**config.mk**
```make
export PLATFORM = sky130hd
export DESIGN_NAME = fp_mul_result_queue
export DESIGN_NICKNAME = d
export VERILOG_FILES = /design/src/rtl/fp_mul_result_queue.sv
export SDC_FILE = /design/constraint.sdc
export NUM_CORES = 1
export LEC_CHECK = 0
export ABC_AREA = 1
export CAP_MARGIN = 30
export CORE_MARGIN = 4
export CORE_UTILIZATION = 45
export CTS_CLUSTER_DIAMETER = 80
export DETAILED_ROUTE_END_ITERATION = 8
export HOLD_SLACK_MARGIN = 0.1
export PLACE_DENSITY = 0.71
export SLEW_MARGIN = 20
export SYNTH_ARGS = -nofsm -noshare
export SYNTH_HDL_FRONTEND = slang
export SYNTH_SLANG_ARGS = --single-unit
```
**constraint.sdc**
```tcl
create_clock -name clk -period 6 [get_ports clk]
set_clock_uncertainty 0.05 [all_clocks]
set_input_delay 0.6 -clock clk [delete_from_list [all_inputs] [get_ports clk]]
set_output_delay 0.6 -clock clk [all_outputs]
set_load 0.005 [all_outputs]
```
**src/rtl/fp_mul_result_queue.sv**
```systemverilog
// rtl/fp_mul_result_queue.sv - FP32 multiplier result FIFO with sticky exception status, counters and irq

module fp_result_fifo #(
    parameter int DEPTH  = 4,
    parameter int DATA_W = 37
) (
    input  logic                       clk,
    input  logic                       reset,
    input  logic [DATA_W-1:0]          s_tdata,
    input  logic                       s_tvalid,
    output logic                       s_tready,
    output logic [DATA_W-1:0]          m_tdata,
    output logic                       m_tvalid,
    input  logic                       m_tready,
    output logic [$clog2(DEPTH):0]     level
);
    localparam int PTR_W = $clog2(DEPTH);
    localparam int LVL_W = PTR_W + 1;
    localparam logic [LVL_W-1:0] FULL_LVL = LVL_W'(DEPTH);

    logic [DATA_W-1:0] mem [DEPTH];
    logic [PTR_W-1:0]  wr_ptr;
    logic [PTR_W-1:0]  rd_ptr;
    logic              push;
    logic              pop;

    // Ready depends only on the registered level, so a full queue refuses
    // input even when the consumer pops in the same cycle.
    assign s_tready = (level != FULL_LVL);
    assign m_tvalid = (level != '0);
    assign push     = s_tvalid && s_tready;
    assign pop      = m_tvalid && m_tready;
    assign m_tdata  = m_tvalid ? mem[rd_ptr] : '0;

    always_ff @(posedge clk) begin
        if (push) begin
            mem[wr_ptr] <= s_tdata;
        end
    end

    always_ff @(posedge clk) begin
        if (reset) begin
            wr_ptr <= '0;
            rd_ptr <= '0;
            level  <= '0;
        end else begin
            if (push) begin
                wr_ptr <= wr_ptr + PTR_W'(1);
            end
            if (pop) begin
                rd_ptr <= rd_ptr + PTR_W'(1);
            end
            case ({push, pop})
                2'b10:   level <= level + LVL_W'(1);
                2'b01:   level <= level - LVL_W'(1);
                default: level <= level;
            endcase
        end
    end
endmodule

module fp_mul_result_queue #(
    parameter int DEPTH = 4,
    parameter int CNT_W = 16
) (
    input  logic                       clk,
    input  logic                       reset,
    input  logic                       in_valid,
    output logic                       in_ready,
    input  logic [31:0]                in_result,
    input  logic [4:0]                 in_flags,
    output logic                       out_valid,
    input  logic                       out_ready,
    output logic [31:0]                out_result,
    output logic [4:0]                 out_flags,
    output logic [$clog2(DEPTH):0]     level,
    output logic [4:0]                 sticky_flags,
    input  logic                       clear_sticky,
    input  logic [4:0]                 irq_mask,
    output logic                       irq,
    output logic [CNT_W-1:0]           op_count,
    output logic [CNT_W-1:0]           exc_count
);
    logic [36:0] head_tdata;
    logic        push;
    logic        exc_hit;
    logic [4:0]  sticky_next;

    fp_result_fifo #(
        .DEPTH  (DEPTH),
        .DATA_W (37)
    ) u_fifo (
        .clk      (clk),
        .reset    (reset),
        .s_tdata  ({in_result, in_flags}),
        .s_tvalid (in_valid),
        .s_tready (in_ready),
        .m_tdata  (head_tdata),
        .m_tvalid (out_valid),
        .m_tready (out_ready),
        .level    (level)
    );

    assign out_result = head_tdata[36:5];
    assign out_flags  = head_tdata[4:0];

    assign push = in_valid && in_ready;
    // Flag order {inf, nan, zero, overflow, underflow}; zero is not an exception.
    assign exc_hit = in_flags[4] | in_flags[3] | in_flags[1] | in_flags[0];

    always_comb begin
        sticky_next = clear_sticky ? 5'b0 : sticky_flags;
        if (push) begin
            sticky_next = sticky_next | in_flags;
        end
    end

    always_ff @(posedge clk) begin
        if (reset) begin
            sticky_flags <= '0;
            irq          <= 1'b0;
            op_count     <= '0;
            exc_count    <= '0;
        end else begin
            sticky_flags <= sticky_next;
            irq          <= |(sticky_next & irq_mask);
            if (push && (op_count != '1)) begin
                op_count <= op_count + CNT_W'(1);
            end
            if (push && exc_hit && (exc_count != '1)) begin
                exc_count <= exc_count + CNT_W'(1);
            end
        end
    end
endmodule

```
==> impl_metrics.json <==
{
  "post-route-util_pct": 57.2,
  "cp_slowest_cell": "buf_4",
  "clk_transition_reported_paths_ns": 0.06,
  "slew_viol_final": 0,
  "arrival_ns": 2.81,
  "required_ns": 5.35,
  "synth-compound-area-share_pct": 9.77,
  "p_leak_nw": 3.59,
  "grt_pass1_vias": 5758,
  "drive_gt1_share_pct": 6.02,
  "path_max_fanout": 75,
  "worst_pin_slew_ns": 0.800,
  "status": "finished clean",
  "cts_buffer_depth": 2,
  "clock_power_share_pct": 28.7,
  "relSlewSlack_pct": 46.6,
  "ant_nets": 0,
  "grt_first_pass_wirelength_um": 29100,
  "globalplace.congestion": 0.854,
  "use_met2_pct": 30.4,
  "cp_top_family": "buffers and inverters",
  "cts_setup_buffers": 0,
  "hold_path.class": "register to register",
  "path_cells": "buf_4 -> inv_2 -> buf_12 -> o21ai_0 -> a21oi_1 -> clkdlybuf4s50_1",
  "clk_latency_ns": 0.42,
  "synth_seq_area_share_pct": 65.1,
  "die_h_um": 144,
  "grt-ovfl-total": 0,
  "antennaDiodeCount": 0,
  "grt_max_degree": 76,
  "critPathCaptureType": "output pin",
  "antenna_found_initial": 0,
  "cts_resized": 0,
  "max_freq_mhz": 289,
  "drt_pass1_iterations": 4,
  "dieArea_mm2": 0.0206,
  "use_met1_pct": 23.2,
  "crit_type": "register to output pin",
  "dr.first_iter.drc_count": 324,
  "synth_fa_ha_area_share_pct": 1.30,
  "seqPwrFrac_pct": 42.8,
  "dpl_worst_slack_ns": 2.93,
  "wl_per_cell_um": 15.6,
  "timing.critical_path.buf_inv": 4,
  "busiest_layer": "met2",
  "cts_root_buf": "clkbuf_16",
  "area_delta_synth_final_pct": 24.7,
  "setup_viol": 0,
  "start_util_pct": 45.9,
  "synthCells": 832,
  "track_usage_pct": 18.2,
  "synth_edf_count": 148,
  "setup_slack_ns": 2.54,
  "synth_mux_area_share_pct": 0,
  "netlist_area_mm2": 0.00827,
  "combPwrFrac_pct": 28.5,
  "vias": 6062,
  "async_flop_share_pct": 0,
  "wirelength_um": 18600,
  "worstHoldStart": "u_fifo.rd_ptr[0]",
  "synth-main-ff-cell": "edfxtp_1",
  "cts_tree": "done",
  "synth_top_family_by_area": "simple AND/OR/NAND/NOR gates",
  "clock_sinks": 195,
  "numCtsBuffers": 17,
  "n_fill_cell": 1564,
  "boundaryPins": 127,
  "coreArea_mm2": 0.0180,
  "switching_share_pct": 29.2,
  "cap_violations": 0,
  "synth-simple-area-share_pct": 18.3,
  "ctsHtreeMaxLevel": 4,
  "grt.met3_usage_pct": 4.56,
  "portBuffers": 126,
  "viasPerCell": 5.09,
  "max_stage_delay_ns": 0.59,
  "cts_hold_buf": 0,
  "synth.avg_cell_area_um2": 9.94,
  "ys_types": 29,
  "rsz0062_at_grt": "no",
  "drc": 0,
  "layout_commonest_cell": "nor2_1",
  "hold_viol_final": 0,
  "setup.worst_path.start_class": "register",
  "vdd_drop_max_v": 0.000212,
  "yosys_warnings": 0,
  "dieWidth_um": 144,
  "r2r-start": "u_fifo.level[2]",
  "synth_xor_area_share_pct": 1.16,
  "ys_ff_latch": 195,
  "final_nets": 1005,
  "p_sw_mw": 1.10,
  "power_density_mw_per_mm2": 366,
  "post-route-period-util_pct": 57.7,
  "period_needed_ns": 3.46,
  "setup_tns_ns": 0,
  "intPower_mw": 2.67,
  "rows": 49,
  "final_cell_mix": "nor2_1 (201), edfxtp_1 (148), clkdlybuf4s50_1 (126)",
  "dp_hpwl_um": 11200,
  "synth_nets": 887
}
==> per-layer routing <==
layer,wire length [um],share of wire (%)
met5,0,0
met4,257,1.4
met3,1190,6.4
met2,8930,48
met1,8230,44
==> metrics by stage <==
step,cell area (um^2),hold WS (ns),instances,power (mW)
floorplan,8270,0.386,832,2.19
global placement,9730,0.408,1159,2.71
detailed placement,9750,0.418,1160,2.74
CTS,10300,0.432,1192,3.82
global route,10300,0.465,1192,3.99
finish,10300,0.440,1192,3.78
==> kinds of logic (layout without fill, tap and decap cells) <==
| kind of cell | after synthesis | count (layout) |
|---|---|---|
| buf+inv | 83 | 214 |
| compound gates | 158 | 158 |
| flops | 195 | 195 |
| fa+ha+maj | 8 | 8 |
| xor+xnor | 11 | 11 |
| simple gates | 377 | 377 |
==> worst reg2reg max path: cells and delay by family (launching register included) <==
family	cells	cell delay (ns)
DFF	1	0.40
AOI/OAI and AO/OA	4	0.50
buffers and inverters	4	0.47
adders and majority gates	2	0.61
and+or+nand+nor	2	0.42
==> cells in the mapped netlist (4+ instances only) <==
cell	count	area (um^2)
inv_1	44	165
nand2_1	124	465
xor2_1	6	52.6
clkbuf_1	13	48.8
nand4_1	9	56.3
nor2_1	205	769
o21ai_0	84	420
nor2_2	4	25.0
buf_2	13	65.1
edfxtp_1	148	4440
buf_6	4	45.0
dfxtp_1	47	941
nand3_1	26	130
a21oi_1	69	345
xnor2_1	5	43.8
buf_1	5	18.8
ha_1	7	87.6
==> flip-flops by register name (all words and copies together), names as in the netlist, named ones only <==
name           count
u_fifo.mem       148
exc_count         16
op_count          16
sticky_flags       5
u_fifo.level       3
u_fifo.rd_ptr      2
u_fifo.wr_ptr      2
irq                1
==> layout make-up <==
cell class,count,area [um^2],area share [%]
flip-flops and latches,195,5390,52.2
inverters,47,176,1.71
multi-input cells,554,2560,24.8
clock inverters,8,77.6,0.752
repair buffers,135,1340,13.0
clock buffers,24,493,4.78
well taps,229,287,2.78
==> power by group through the flow <==
stage	Clock, mW	Sequential (mW)	Combinational [mW]
finish	1.08	1.62	1.08
CTS	1.10	1.62	1.10
global placement	0	1.64	1.06
detailed placement	0	1.65	1.09
floorplan	0	1.64	0.544
global route	1.16	1.63	1.20
==> final timing paths <==
check	to	slack, ns	cells after the start
max	out_result[28]	2.54	6
min	register	0.44	1
max reg2reg	u_fifo.level[2]	3.43	12
min reg2reg	register	0.44	1
Power figures use the tool's default switching activity.
